### src/rtl/rf_arb_pkg.sv
// Shared constants and helpers for the register-file write arbiter.
package rf_arb_pkg;

  localparam int NUM_SIDE = 3;

  // Side requester indices.
  localparam int ISR  = 0;  // interrupt PC save
  localparam int NET  = 1;  // network status
  localparam int RAND = 2;  // random-number refresh

  localparam int ADDR_W = 5;
  localparam int DATA_W = 32;

  localparam int DEFAULT_STARVE_LIMIT = 8;

  // Wait counter must be able to hold the value STARVE_LIMIT itself.
  function automatic int cnt_width(input int limit);
    return (limit < 1) ? 1 : $clog2(limit + 1);
  endfunction

  localparam int DEFAULT_CNT_W = cnt_width(DEFAULT_STARVE_LIMIT);

  // Round-robin pick: first requesting index at or after ptr, wrapping.
  // Returns ptr when nothing requests; callers only use it when req != 0.
  function automatic logic [1:0] rr_pick(input logic [NUM_SIDE-1:0] req,
                                         input logic [1:0]          ptr);
    logic [1:0] idx;
    logic [1:0] cand;
    logic       found;
    int         c;
    idx   = ptr;
    found = 1'b0;
    for (int k = 0; k < NUM_SIDE; k++) begin
      c    = (int'(ptr) + k) % NUM_SIDE;
      cand = 2'(c);
      if (!found && req[cand]) begin
        idx   = cand;
        found = 1'b1;
      end
    end
    return idx;
  endfunction

endpackage

### src/rtl/rf_write_arbiter_if.sv
// Bus between the pipeline/side requesters and the write arbiter.
//
// Side handshake: a requester raises SIDE_VALID[i] with SIDE_ADDR[i] and
// SIDE_DATA[i] and holds all three stable until a rising edge where
// SIDE_READY[i] is also high; that edge transfers the request. WB_VALID has
// no ready: the pipeline holds WB_* stable for as long as STALL is high,
// and a WB request is consumed on any edge where STALL is low.
interface rf_write_arbiter_if;
  import rf_arb_pkg::*;

  logic                             WB_VALID;
  logic [ADDR_W-1:0]                WB_ADDR;
  logic [DATA_W-1:0]                WB_DATA;
  logic                             STALL;

  logic [NUM_SIDE-1:0]              SIDE_VALID;
  logic [NUM_SIDE-1:0][ADDR_W-1:0]  SIDE_ADDR;
  logic [NUM_SIDE-1:0][DATA_W-1:0]  SIDE_DATA;
  logic [NUM_SIDE-1:0]              SIDE_READY;

  logic                             WR_EN;
  logic [ADDR_W-1:0]                WR_ADDR;
  logic [DATA_W-1:0]                WR_DATA;
  logic                             BUSY;

  // Requesters / pipeline side.
  modport master (
    output WB_VALID, WB_ADDR, WB_DATA, SIDE_VALID, SIDE_ADDR, SIDE_DATA,
    input  STALL, SIDE_READY, WR_EN, WR_ADDR, WR_DATA, BUSY
  );

  // Arbiter side.
  modport slave (
    input  WB_VALID, WB_ADDR, WB_DATA, SIDE_VALID, SIDE_ADDR, SIDE_DATA,
    output STALL, SIDE_READY, WR_EN, WR_ADDR, WR_DATA, BUSY
  );

endinterface

### src/rtl/rf_wr_slot.sv
// One side-requester holding slot: buffered addr/data, wait counter and
// starved flag. A capture and a grant never coincide because capture
// needs the slot empty and grant needs it full.
module rf_wr_slot import rf_arb_pkg::*; #(
  parameter int LIMIT = DEFAULT_STARVE_LIMIT,
  parameter int CNT_W = DEFAULT_CNT_W
) (
  input  logic              clk,
  input  logic              rst_n,
  input  logic              cap,
  input  logic [ADDR_W-1:0] cap_addr,
  input  logic [DATA_W-1:0] cap_data,
  input  logic              grant,
  output logic              full,
  output logic [ADDR_W-1:0] addr,
  output logic [DATA_W-1:0] data,
  output logic              starved
);

  logic [CNT_W-1:0] wait_cnt;

  // Slot fill/free and saturating wait count while full and not granted.
  always_ff @(posedge clk or negedge rst_n) begin
    if (!rst_n) begin
      full     <= 1'b0;
      addr     <= '0;
      data     <= '0;
      wait_cnt <= '0;
    end else if (grant) begin
      full     <= 1'b0;
      wait_cnt <= '0;
    end else if (cap) begin
      full     <= 1'b1;
      addr     <= cap_addr;
      data     <= cap_data;
      wait_cnt <= '0;
    end else if (full && (wait_cnt != CNT_W'(LIMIT))) begin
      wait_cnt <= wait_cnt + CNT_W'(1);
    end
  end

  assign starved = full && (wait_cnt == CNT_W'(LIMIT));

endmodule

### src/rtl/rf_write_arbiter.sv
// Single-port register-file write arbiter: pipeline writeback versus three
// buffered side requesters, with starvation pre-emption and round-robin
// among slots. The winner of cycle t is registered onto WR_* at its end.
module rf_write_arbiter import rf_arb_pkg::*; #(
  parameter int STARVE_LIMIT = DEFAULT_STARVE_LIMIT,
  parameter bit ZERO_PROTECT = 1'b1
) (
  input  logic              CLK,
  input  logic              RESET,
  rf_write_arbiter_if.slave bus
);

  localparam int CNT_W = cnt_width(STARVE_LIMIT);

  logic [NUM_SIDE-1:0]             full;
  logic [NUM_SIDE-1:0]             starved;
  logic [NUM_SIDE-1:0]             cap;
  logic [NUM_SIDE-1:0]             grant;
  logic [NUM_SIDE-1:0][ADDR_W-1:0] slot_addr;
  logic [NUM_SIDE-1:0][DATA_W-1:0] slot_data;

  logic [1:0]        rr_ptr;
  logic [1:0]        pick_idx;
  logic              win;
  logic              win_slot;
  logic              stall;
  logic              suppress;
  logic [ADDR_W-1:0] win_addr;
  logic [DATA_W-1:0] win_data;

  logic              wr_en_q;
  logic [ADDR_W-1:0] wr_addr_q;
  logic [DATA_W-1:0] wr_data_q;

  assign cap = bus.SIDE_VALID & bus.SIDE_READY;

  for (genvar i = 0; i < NUM_SIDE; i++) begin : g_slot
    rf_wr_slot #(
      .LIMIT (STARVE_LIMIT),
      .CNT_W (CNT_W)
    ) u_slot (
      .clk      (CLK),
      .rst_n    (RESET),
      .cap      (cap[i]),
      .cap_addr (bus.SIDE_ADDR[i]),
      .cap_data (bus.SIDE_DATA[i]),
      .grant    (grant[i]),
      .full     (full[i]),
      .addr     (slot_addr[i]),
      .data     (slot_data[i]),
      .starved  (starved[i])
    );
  end

  // Priority: starved slots, then writeback, then any full slot.
  always_comb begin
    win      = 1'b0;
    win_slot = 1'b0;
    stall    = 1'b0;
    pick_idx = rr_ptr;
    grant    = '0;
    win_addr = '0;
    win_data = '0;
    if (|starved) begin
      pick_idx = rr_pick(starved, rr_ptr);
      win      = 1'b1;
      win_slot = 1'b1;
      stall    = bus.WB_VALID;
    end else if (bus.WB_VALID) begin
      win      = 1'b1;
      win_addr = bus.WB_ADDR;
      win_data = bus.WB_DATA;
    end else if (|full) begin
      pick_idx = rr_pick(full, rr_ptr);
      win      = 1'b1;
      win_slot = 1'b1;
    end
    if (win_slot) begin
      grant[pick_idx] = 1'b1;
      win_addr        = slot_addr[pick_idx];
      win_data        = slot_data[pick_idx];
    end
    // A zero-address winner is still consumed, just never written.
    suppress = ZERO_PROTECT && (win_addr == '0);
  end

  // Round-robin pointer moves past each granted slot.
  always_ff @(posedge CLK or negedge RESET) begin
    if (!RESET) begin
      rr_ptr <= 2'd0;
    end else if (win_slot) begin
      rr_ptr <= (pick_idx == 2'(NUM_SIDE - 1)) ? 2'd0 : pick_idx + 2'd1;
    end
  end

  // Write-port registers; addr/data hold their value when nothing writes.
  always_ff @(posedge CLK or negedge RESET) begin
    if (!RESET) begin
      wr_en_q   <= 1'b0;
      wr_addr_q <= '0;
      wr_data_q <= '0;
    end else begin
      wr_en_q <= win && !suppress;
      if (win && !suppress) begin
        wr_addr_q <= win_addr;
        wr_data_q <= win_data;
      end
    end
  end

  assign bus.WR_EN      = wr_en_q;
  assign bus.WR_ADDR    = wr_addr_q;
  assign bus.WR_DATA    = wr_data_q;
  assign bus.STALL      = stall;
  assign bus.BUSY       = |full;
  // Held low during reset so nothing is accepted until reset releases.
  assign bus.SIDE_READY = ~full & {NUM_SIDE{RESET}};

endmodule

### src/flat_wrapper.sv
// flat-port wrapper written by rule: the top's interface ports become plain ports
module rf_write_arbiter_flat import rf_arb_pkg::*;
#(
  parameter int STARVE_LIMIT = DEFAULT_STARVE_LIMIT,
  parameter bit ZERO_PROTECT = 1'b1
)
  (CLK, RESET, bus_WB_VALID, bus_WB_ADDR, bus_WB_DATA, bus_SIDE_VALID, bus_SIDE_ADDR, bus_SIDE_DATA, bus_STALL, bus_SIDE_READY, bus_WR_EN, bus_WR_ADDR, bus_WR_DATA, bus_BUSY);
  rf_write_arbiter_if bus_i ();
  input  logic CLK;
  input  logic RESET;
  input wire logic [$bits(bus_i.WB_VALID)-1:0] bus_WB_VALID;
  input wire logic [$bits(bus_i.WB_ADDR)-1:0] bus_WB_ADDR;
  input wire logic [$bits(bus_i.WB_DATA)-1:0] bus_WB_DATA;
  input wire logic [$bits(bus_i.SIDE_VALID)-1:0] bus_SIDE_VALID;
  input wire logic [$bits(bus_i.SIDE_ADDR)-1:0] bus_SIDE_ADDR;
  input wire logic [$bits(bus_i.SIDE_DATA)-1:0] bus_SIDE_DATA;
  output wire logic [$bits(bus_i.STALL)-1:0] bus_STALL;
  output wire logic [$bits(bus_i.SIDE_READY)-1:0] bus_SIDE_READY;
  output wire logic [$bits(bus_i.WR_EN)-1:0] bus_WR_EN;
  output wire logic [$bits(bus_i.WR_ADDR)-1:0] bus_WR_ADDR;
  output wire logic [$bits(bus_i.WR_DATA)-1:0] bus_WR_DATA;
  output wire logic [$bits(bus_i.BUSY)-1:0] bus_BUSY;
  assign bus_i.WB_VALID = bus_WB_VALID;
  assign bus_i.WB_ADDR = bus_WB_ADDR;
  assign bus_i.WB_DATA = bus_WB_DATA;
  assign bus_i.SIDE_VALID = bus_SIDE_VALID;
  assign bus_i.SIDE_ADDR = bus_SIDE_ADDR;
  assign bus_i.SIDE_DATA = bus_SIDE_DATA;
  assign bus_STALL = bus_i.STALL;
  assign bus_SIDE_READY = bus_i.SIDE_READY;
  assign bus_WR_EN = bus_i.WR_EN;
  assign bus_WR_ADDR = bus_i.WR_ADDR;
  assign bus_WR_DATA = bus_i.WR_DATA;
  assign bus_BUSY = bus_i.BUSY;
  rf_write_arbiter #(.STARVE_LIMIT(STARVE_LIMIT), .ZERO_PROTECT(ZERO_PROTECT)) u_core (.CLK(CLK), .RESET(RESET), .bus(bus_i));
endmodule
### config.mk
export PLATFORM = sky130hd
export DESIGN_NAME = rf_write_arbiter_flat
export DESIGN_NICKNAME = d
export VERILOG_FILES = /design/src/rtl/rf_arb_pkg.sv /design/src/rtl/rf_write_arbiter_if.sv /design/src/rtl/rf_wr_slot.sv /design/src/rtl/rf_write_arbiter.sv /design/src/flat_wrapper.sv
export SDC_FILE = /design/constraint.sdc
export NUM_CORES = 1
export LEC_CHECK = 0
export ABC_AREA = 1
export CAP_MARGIN = 40
export CORE_MARGIN = 5
export CORE_UTILIZATION = 30
export CTS_BUF_LIST = sky130_fd_sc_hd__clkbuf_4
export DETAILED_ROUTE_END_ITERATION = 10
export GPL_TIMING_DRIVEN = 0
export HOLD_SLACK_MARGIN = 0.06
export PLACE_DENSITY = 0.65
export SLEW_MARGIN = 30
export SYNTH_ARGS = -nofsm -noshare
export SYNTH_HDL_FRONTEND = slang
export SYNTH_HIERARCHICAL = 1
export SYNTH_SLANG_ARGS = --single-unit
export TNS_END_PERCENT = 100
### constraint.sdc
create_clock -name CLK -period 2.72 [get_ports CLK]
set_input_delay 0.544 -clock CLK [delete_from_list [all_inputs] [get_ports CLK]]
set_output_delay 0.544 -clock CLK [all_outputs]
set_load 0.03 [all_outputs]
==> results.toml, run 1 <==
[die]
core.rowCount = 62
die_area_sq_um = 32480
core_region_area_sq_um = 28630
start_util = 0.3037
io_pins = 197
die_x_microns = 180.2
dieHeight_microns = 180.2

[pwr]
intPower_mw = 9.347
switchingPower_mw = 8.192
p_per_area_nw_per_um2 = 1264
ir_drop_v = 0.0004710
power_switching_share = 0.4671
clock_power_share = 0.078
p_leak_nw = 6.588
combPwrFrac = 0.670
power_frac_seq = 0.252

[clock_network]
cts-htree-levels = 4
path_clk_slew_ns = 0.15
clock_path_buffers = 2
clock-root-buffer = "clkbuf_4"
worstSkewPairLatency_ns = 0.57
numCtsBuffers = 17
cts_tree = "built"
clock_sinks = 166

[yosys]
seq_area_frac_synth = 0.4778
synth_seq_cells = 166
yosysUniqueCellTypes = 30
netlist_area_sq_um = 8693
yosysTopAreaCell = "dfrtp_1"
async_reset_ff_frac = 1.000
synth-simple-area-share = 0.3967
netlist_instances = 1099
yosysWarnings = 6
synth_area_per_cell_sq_um = 7.910
synth-main-ff-cell = "dfrtp_1"
yosys-mux-area-fraction = 0
synth_xor_area_frac = 0
synth_compound_area_frac = 0.02418
ys_top_cells_by_area = "dfrtp_1 (48%), nand2_1 (21%), nand3_1 (11%), buf_6 (3.2%), nand3_2 (2.6%)"
synth_top_family_by_area = "simple AND/OR/NAND/NOR gates"
synth-edff-count = 0
synthesis.nets = 1263
synth_top_area_frac = 0.4778
synth-adder-area-share = 0.01439

[global_route]
overflow = 0
antenna_found_initial = 5
grt_max_degree = 65
grt_pass1_wl_microns = 53250
grt_pass1_vias = 9088
grt.total_usage = 0.2105

[drt]
vias_per_cell = 4.932
first_iter_violations = 912
ant_nets = 0
vias = 8972
drt_pass1_iterations = 7
wl_microns = 35500
drc = 0
wire_per_inst_microns = 19.52

[sta]
setup_violations = 160
whs_ns = 0.07882
period_share = 1.098
fmax_mhz = 334.7
final.min_clock_period_ns = 2.987
slew_violations = 0
fin_ws_ns = -0.2675
max_slew_margin = 0.4266
rsz0062_at_grt = "yes"
hold_violations = 0
finClkSkew_ns = 0.02737
worst_slew_pin_slew_ns = 0.8601

[run_status]
status = "complete, but fails checks"
failed_checks = "negative setup slack"

[worst_setup_path]
timing.rr.start = "u_core/g_slot[2].u_slot/wait_cnt[0]"
reg2reg_depth = 23
endpoint_kind = "register"
cp_max_fo = 10
worstPathRequired_ns = 3.19
r2r_end = "u_core/bus.WR_DATA[29]"
critPathKind = "register to register"
ff2ff_setup_slack_ns = -0.27
critPathLaunchType = "register"
crit_arrival_ns = 3.45

[layout]
syn_to_final_growth_pct = 59.64
drive_gt1_frac = 0.2907
final_common_cell = "nand2_1"
fin_nets = 1582
fill_cells = 2636
layout_common_cells = "nand2_1 (437), clkdlybuf4s50_1 (194), dfrtp_1 (162)"
fin_util = 0.4848

[min_path]
hold_path_class = "primary input to async pin"

[placement]
port_buffers = 196
dpl.hpwl_microns = 23660
place.gp.congestion = 0.8486

[flow_run]
maxCapViolCount = 0
## per-stage QoR
| step | cells | setup TNS, ns | instance area [sq um] | total power [mW] | setup slack, ns |
|---|---|---|---|---|---|
| 2_1_floorplan | 1099 | 0 | 8708 | 9.455 | 0.005957 |
| 3_3_place_gp | 1679 | -1779.29 | 11150 | 12.08 | -6.328 |
| 3_5_place_dp | 1682 | -134.36 | 11220 | 12.22 | -1.097 |
| 4_1_cts | 1801 | -16.97 | 13490 | 16.66 | -0.2113 |
| 5_1_grt | 1819 | -46.72 | 13880 | 18.58 | -0.4487 |
| 6_report | 1819 | -23.38 | 13880 | 17.54 | -0.2675 |
## critical path, cell delays in order, from the launching register on
cell     delay, ns
dfrtp_1       0.41
inv_1         0.08
ha_2          0.19
nand3_4       0.09
nor2_4        0.14
inv_2         0.08
o21ai_4       0.16
nand2_4       0.10
nand3_1       0.08
nand2_1       0.07
nand2_2       0.08
nand2_4       0.06
nand2_4       0.08
nand2_8       0.09
buf_12        0.14
nand4_1       0.07
nand2_1       0.08
nor2_2        0.17
nand2_2       0.09
nor2_4        0.17
nand2_4       0.13
buf_6         0.17
nand2_1       0.07
nand2_1       0.05
## state kept, by name, indices dropped and copies added, names as in the netlist
| register | flops |
|---|---|
| u_core/g_slot.u_slot/wait_cnt | 12 |
| u_core/g_slot.u_slot/addr | 15 |
| u_core/rr_ptr | 2 |
| u_core/bus.WR_DATA | 32 |
| u_core/g_slot.u_slot/data | 96 |
| u_core/bus.WR_EN | 1 |
| u_core/g_slot.u_slot/full | 3 |
| u_core/bus.WR_ADDR | 5 |
## power groups by stage
| stage | Sequential [mW] | Clock [mW] | Combinational [mW] |
|---|---|---|---|
| 6_report | 4.43 | 1.36 | 11.7 |
| 3_5_place_dp | 4.40 | 0 | 7.82 |
| 5_1_grt | 4.53 | 1.50 | 12.5 |
| 3_3_place_gp | 4.37 | 0 | 7.70 |
| 4_1_cts | 4.37 | 1.39 | 10.9 |
| 2_1_floorplan | 4.69 | 0 | 4.76 |
## logic make-up after synthesis
family / after synthesis
AOI/OAI and AO/OA: 33
adders and majority gates: 10
buffers and inverters: 112
DFF: 166
and+or+nand+nor: 778
## routing by layer
layer	track usage	routed length, microns
met2	0.3474	17110
met3	0.04481	2314
met1	0.2786	15080
met4	0.06443	976
met5	0	20
## cell usage after synthesis (2+ instances only)
cell	number
o21bai_1	5
nor2_1	25
and3_1	3
nor2_2	7
inv_1	43
buf_6	25
nand4_1	30
nand2_2	12
buf_4	15
buf_12	4
a22oi_1	9
nand2_4	2
dfrtp_1	166
o21ai_0	10
nand2_1	490
nand3_1	184
buf_2	10
inv_2	7
o21ai_1	2
ha_1	10
nand3_2	23
a21oi_1	5
clkbuf_1	5
## worst max path at each step
stage	from	end	slack, ns	cells past startpoint
2_1_floorplan	u_core/g_slot[2].u_slot/wait_cnt[0]	u_core/g_slot[2].u_slot/addr[1]	0.006	22
6_report	u_core/g_slot[2].u_slot/wait_cnt[0]	u_core/bus.WR_DATA[29]	-0.27	23
3_3_place_gp	RESET	bus_SIDE_READY[0]	-6.33	4
3_5_place_dp	u_core/g_slot[1].u_slot/wait_cnt[0]	u_core/g_slot[2].u_slot/full	-1.10	22
4_1_cts	u_core/g_slot[1].u_slot/wait_cnt[0]	u_core/bus.WR_DATA[16]	-0.21	25
5_1_grt	u_core/g_slot[2].u_slot/wait_cnt[0]	u_core/bus.WR_DATA[17]	-0.45	23
## area by class of cell
type | instances | area (sq um) | share of cell area
clock inverter | 14 | 111.4 | 0.008024
buffer | 59 | 799.5 | 0.05761
multi-input combinational | 821 | 4606 | 0.3319
clock buffer | 18 | 135.1 | 0.009737
timing repair buffer | 302 | 3354 | 0.2417
antenna | 4 | 10.01 | 0.0007212
sequential | 166 | 4159 | 0.2997
inverter | 51 | 222.7 | 0.01605
tap | 384 | 480.5 | 0.03462
## what timing repair did
item,4_1_cts,5_1_grt
pin swaps,74,18
cloned,14,5
setup buffers,68,14
endpoints found under the setup margin,171,167
hold endpoints to repair,46,0
gates resized for setup,269,56
hold buffers,6,0
Note: power is estimated with default switching activity, not from simulation.
==> run 2, diff against run 1 <==
Settings changed: CORE_UTILIZATION 30 to 47, PLACE_DENSITY 0.65 to 0.89, SKIP_LAST_GASP from default to 1.
==> run 2 against run 1 <==
The run ends with negative hold slack, negative setup slack left. Clock power grew 32%. Clock skew shrank 0.00092 ns. Non-clock buffer count shrank 18. Sequential power is essentially flat. Die area shrank 34%. Worst setup slack lost 0.36 ns. Sequential share of layout area grew 1.8 points. Core utilization grew 24 points. Critical endpoint is now u_core/bus.WR_ADDR[2]. Largest cell class unchanged. Highest routed layer is now met4.
==> results.toml, run 2 (same netlist as run 1, synthesis figures left out) <==
[global_route]
grt_pass1_vias = 9126
grt-busiest-layer = "met2"
grtUsageMet2 = 0.4713
gr-usage-met3 = 0.07630
overflow = 0
antenna_found_initial = 1
grt_max_degree = 89
grt.total_usage = 0.2863
grt_pass1_wl_microns = 47930
use_met1 = 0.3498

[layout]
largest_reg_flops = 96
top_register = "u_core/g_slot.u_slot/data"
final_common_cell = "nand2_1"
drive_gt1_frac = 0.2376
fill_cells = 1218
syn_to_final_growth_pct = 50.66
fin_nets = 1565
layout_common_cells = "nand2_1 (459), clkdlybuf4s50_1 (194), dfrtp_1 (164)"
stdcell_area_sq_um = 13100

[drt]
vias = 9862
ant_nets = 0
drc = 0
first_iter_violations = 1530
wl_microns = 35940
vias_per_cell = 5.999
wire_per_inst_microns = 21.86
drt_pass1_iterations = 7

[pwr]
p_leak_nw = 6.440
p_per_area_nw_per_um2 = 1344
power.total_mw = 17.60
ir_drop_v = 0.0005887

[sta]
fin_ws_ns = -0.6314
hold_violations = 149
final.min_clock_period_ns = 3.351
max_slew_margin = 0.5664
whs_ns = -0.06388
fmax_mhz = 298.4
rsz0062_at_grt = "yes"
worst_slew_pin_slew_ns = 0.6504
finClkSkew_ns = 0.02646
setup_violations = 166
setup-tns-final_ns = -58.14
slew_violations = 0
period_share = 1.232

[die]
core.rowCount = 49
dieHeight_microns = 146
start_util = 0.4807
die_x_microns = 146
die_area_sq_um = 21320
io_pins = 197
core_region_area_sq_um = 18090

[clock_network]
cts_hold_buf = 1
path_clk_slew_ns = 0.14
clock-root-buffer = "clkbuf_4"
numCtsBuffers = 17
cts_tree = "built"
clock_path_buffers = 2
cts-htree-levels = 4
clock_sinks = 166
worstSkewPairLatency_ns = 0.60

[worst_setup_path]
critPathKind = "register to register"
critPathLaunchType = "register"
max_stage_delay_ns = 0.45
crit_buf_inv = 5
ff2ff_setup_slack_ns = -0.63
endpoint_kind = "register"
worstPathRequired_ns = 3.24
crit_arrival_ns = 3.87
crit_slowest_cell = "dfrtp_1"
cp_cell_sequence = "inv_2 -> ha_4 -> nand3_4 -> nor2_4 -> inv_2 -> nand2_2 -> o21ai_2 -> nor2_1 -> nand3_2 -> nor2_2 -> nor2_2 -> nand2_2 -> nand2_4 -> buf_6 -> nand4_1 -> nand2_1 -> nor2_2 -> nand2_2 -> nor2_4 -> buf_8 -> buf_12 -> nand3_2 -> nand2_1"
crit_family = "simple AND/OR/NAND/NOR gates"
cp_max_fo = 10

[run_status]
status = "complete, but fails checks"
failed_checks = "negative hold slack, negative setup slack"

[placement]
post_dp_cell_area_sq_um = 11000
place.gp.congestion = 0.8992
dpl.hpwl_microns = 21210
port_buffers = 196

[flow_run]
maxCapViolCount = 0

[min_path]
hold_path_class = "primary input to async pin"
-- run 2: cell count changes in the layout (fill, tap and decap cells not counted), sizes merged --
| cell | delta |
|---|---|
| bufinv | +4 |
| inv | +3 |
| diode | -3 |
| dlygate4sd3 | -3 |
| buf | -23 |
| clkbuf | +6 |
| bufbuf | +2 |
| clkinv | -5 |
| clkinvlp | -2 |
| nand2 | +1 |
-- run 2: per-stage QoR --
step | setup slack, ns | util | std cells
after global routing | -0.7240 | 0.7242 | 1644
final | -0.6314 | 0.7242 | 1644
after CTS | -0.1673 | 0.6823 | 1613
after global placement | -5.816 | 0.6058 | 1524
after detailed placement | -0.8594 | 0.6080 | 1526
after floorplan | 0.005957 | - | 1099
-- run 2: report_power, final --
part	internal (mW)	switching [mW]	total (mW)
registers	3.60	0.843	4.44
logic	4.79	6.57	11.4
clock network	0.844	0.957	1.80
total	9.23	8.37	17.6
-- run 2: layout make-up --
class / instances / area, sq um / area share
buffer: 61 / 784.5 / 0.05990
tap: 229 / 286.5 / 0.02188
multi-input combinational: 822 / 4309 / 0.3290
sequential: 166 / 4156 / 0.3173
inverter: 51 / 214.0 / 0.01634
clock inverter: 14 / 222.7 / 0.01700
clock buffer: 18 / 135.1 / 0.01032
timing repair buffer: 282 / 2987 / 0.2280
antenna: 1 / 2.502 / 0.0001911
-- run 2: worst reg2reg max path, delay by kind of cell, from the launching register on --
| kind | cells | cell delay, ns |
|---|---|---|
| buf+inv | 5 | 0.64 |
| simple gates | 16 | 1.99 |
| flops | 1 | 0.45 |
| fa+ha+maj | 1 | 0.14 |
| compound gates | 1 | 0.06 |
-- run 2: repair_timing --
action / in CTS / in global routing
hold endpoints to repair: 82 / 166
gates resized for setup: 119 / 100
pin swaps: 21 / 32
setup endpoints to repair: 171 / 168
cloned: 7 / 8
buffers inserted: 47 / 22
-- run 2: worst paths after layout --
kind	from	to	cells past startpoint
max in group asynchronous	RESET	u_core/g_slot[2].u_slot/addr[2]	2
setup / recovery	u_core/g_slot[1].u_slot/wait_cnt[1]	u_core/bus.WR_ADDR[2]	23
hold / removal	RESET	u_core/g_slot[2].u_slot/data[21]	2
min in group CLK	bus_SIDE_DATA[37]	u_core/g_slot[1].u_slot/data[5]	3
hold reg to reg	u_core/g_slot[0].u_slot/data[10]	u_core/g_slot[0].u_slot/data[10]	2
setup reg to reg	u_core/g_slot[1].u_slot/wait_cnt[1]	u_core/bus.WR_ADDR[2]	23
-- run 2: per-layer routing --
metal / routed length, microns / up-vias / part of all wire
met5: 0 / - / 0
met2: 16380 / 878 / 0.46
met3: 4455 / 243 / 0.12
li1: - / 4174 / -
met1: 12540 / 4567 / 0.35
met4: 2563 / 0 / 0.071
==> run 3, diff against run 2 <==
Settings changed: CAP_MARGIN 40 to 10.
==> run 3 against run 2 <==
The flow finishes with violations (negative setup slack). Largest power group unchanged. Maximum frequency grew 7.4%. Clock-buffer cell count grew 1. Combinational power shrank 8%. Highest routed layer unchanged.
==> results.toml, run 3 (same netlist as run 1, synthesis figures left out) <==
[run_status]
status = "complete, but fails checks"
failed_checks = "negative setup slack"

[layout]
drive_gt1_frac = 0.2026
final_common_cell = "nand2_1"
syn_to_final_growth_pct = 45.54
top_register = "u_core/g_slot.u_slot/data"
fin_nets = 1548
fin_util = 0.6996
layout_common_cells = "nand2_1 (462), clkdlybuf4s50_1 (194), nand3_1 (171)"
largest_reg_flops = 96
fill_cells = 1293

[sta]
setup_violations = 156
worst_slew_pin_slew_ns = 0.6191
whs_ns = 0.4840
hold_violations = 0
fmax_mhz = 320.4
slew_violations = 0
finClkSkew_ns = 0.02199
max_slew_margin = 0.5868
rsz0062_at_grt = "yes"
fin_ws_ns = -0.4007
period_share = 1.147
final.min_clock_period_ns = 3.121

[worst_setup_path]
cp_max_fo = 6
critPathLaunchType = "register"
critPathKind = "register to register"
worstPathRequired_ns = 3.20
cp_cell_sequence = "inv_2 -> ha_4 -> nand3_4 -> nor2_4 -> buf_4 -> nor3_2 -> inv_2 -> a21oi_1 -> nand2_1 -> nand2_4 -> buf_6 -> nor2_4 -> nand2_1 -> nand3_1 -> nand2_1 -> nand2_2 -> nor2_4 -> buf_6 -> nand2_8 -> buf_4 -> nand2_1 -> nand2_1"
endpoint_kind = "register"
max_stage_delay_ns = 0.39
cp_common_cell = "nand2_1"
crit_arrival_ns = 3.60
ff2ff_setup_slack_ns = -0.40
crit_slowest_cell = "dfrtp_1"

[drt]
wl_microns = 32370
first_iter_violations = 1245
vias = 9243
wire_per_inst_microns = 19.89
drt_pass1_iterations = 7
vias_per_cell = 5.681
drc = 0
ant_nets = 0

[pwr]
power_frac_seq = 0.266
power_switching_share = 0.4699
clock_power_share = 0.099
ir_drop_v = 0.0006150
switchingPower_mw = 7.767
intPower_mw = 8.764
p_leak_nw = 6.226
p_per_area_nw_per_um2 = 1307
combPwrFrac = 0.634

[die]
core.rowCount = 49
die_area_sq_um = 21320
die_x_microns = 146
start_util = 0.4807
core_region_area_sq_um = 18090
dieHeight_microns = 146
io_pins = 197

[global_route]
overflow = 0
grt.total_usage = 0.2916
antenna_found_initial = 1
grt_pass1_vias = 9187
grt_max_degree = 83
grt_pass1_wl_microns = 48650

[clock_network]
numCtsBuffers = 17
clock_sinks = 166
clock-root-buffer = "clkbuf_4"
clock_path_buffers = 2
worstSkewPairLatency_ns = 0.59
cts-htree-levels = 4
path_clk_slew_ns = 0.15
cts_tree = "built"

[placement]
port_buffers = 196
dpl.hpwl_microns = 21240
place.gp.congestion = 0.8992

[flow_run]
maxCapViolCount = 0

[min_path]
hold_path_class = "primary input to register"
==> run 3: changes by cell type in the layout (fill, tap and decap cells not counted), sizes merged <==
cell,delta
clkbuf,-9
clkinvlp,+3
nand2,-1
bufinv,-1
dlygate4sd3,+2
clkinv,-2
inv,-1
dlygate4sd2,+1
buf,-9
==> run 3: stage by stage <==
stage | instance area, sq um | power [mW] | cells | setup WS (ns) | setup TNS, ns
finish | 12650 | 16.53 | 1627 | -0.4007 | -25.74
CTS | 12460 | 15.82 | 1620 | -0.2153 | -10.27
detailed placement | 10990 | 12.03 | 1525 | -0.8741 | -105.59
global placement | 10960 | 11.84 | 1524 | -5.816 | -1648.38
global route | 12650 | 17.32 | 1627 | -0.4847 | -42.45
floorplan | 8708 | 9.455 | 1099 | 0.005957 | 0
==> run 3: path summary, 6_finish.rpt <==
check,from,end,cells past startpoint
worst max-delay path,u_core/g_slot[1].u_slot/wait_cnt[0],u_core/bus.WR_DATA[27],22
max in group asynchronous,RESET,u_core/g_slot[0].u_slot/data[2],3
min in group asynchronous,RESET,u_core/g_slot[1].u_slot/full,4
worst min-delay path,bus_SIDE_DATA[33],u_core/g_slot[1].u_slot/data[1],3
worst max register to register,u_core/g_slot[1].u_slot/wait_cnt[0],u_core/bus.WR_DATA[27],22
worst min register to register,u_core/g_slot[0].u_slot/data[11],u_core/g_slot[0].u_slot/data[11],2
==> run 3: final cells by class <==
cell class,instances,area (sq um),share of cell area
clock inverters,13,178.9,0.01414
flip-flops and latches,166,4156,0.3285
clock buffers,19,142.6,0.01127
plain buffers,60,705.7,0.05578
repair buffers,267,2798,0.2211
diodes,1,2.502,0.0001978
inverters,51,206.4,0.01632
well taps,229,286.5,0.02265
multi-input cells,821,4175,0.3300
==> run 3: repair_timing <==
| action | 4_1_cts | 5_1_grt |
|---|---|---|
| pin swaps | 28 | 19 |
| gates cloned | 8 | 1 |
| endpoints found under the hold margin | 82 | 0 |
| buffers inserted | 51 | 7 |
| resized for setup | 129 | 39 |
| hold buffers | 4 | 0 |
| setup endpoints to repair | 171 | 168 |
==> run 3: routing by layer <==
metal,global-route usage,share of wire,vias to the layer above
li1,-,-,4126
met1,0.3560,0.37,4291
met2,0.4771,0.47,673
met3,0.07350,0.10,153
met4,0.1557,0.057,0
met5,0,0,-
==> run 3: power by group through the flow <==
stage | Sequential [mW] | Clock (mW) | Combinational, mW
2_1_floorplan | 4.69 | 0 | 4.76
3_3_place_gp | 4.35 | 0 | 7.49
3_5_place_dp | 4.39 | 0 | 7.65
4_1_cts | 4.34 | 1.65 | 9.83
5_1_grt | 4.50 | 1.77 | 11.0
6_report | 4.40 | 1.64 | 10.5
==> run 3: worst max-delay path, delay by kind of cell (launching register included) <==
kind / cells / cell delay [ns]
compound gates: 1 / 0.16
fa+ha+maj: 1 / 0.16
buf+inv: 6 / 0.78
flops: 1 / 0.39
simple gates: 14 / 1.51
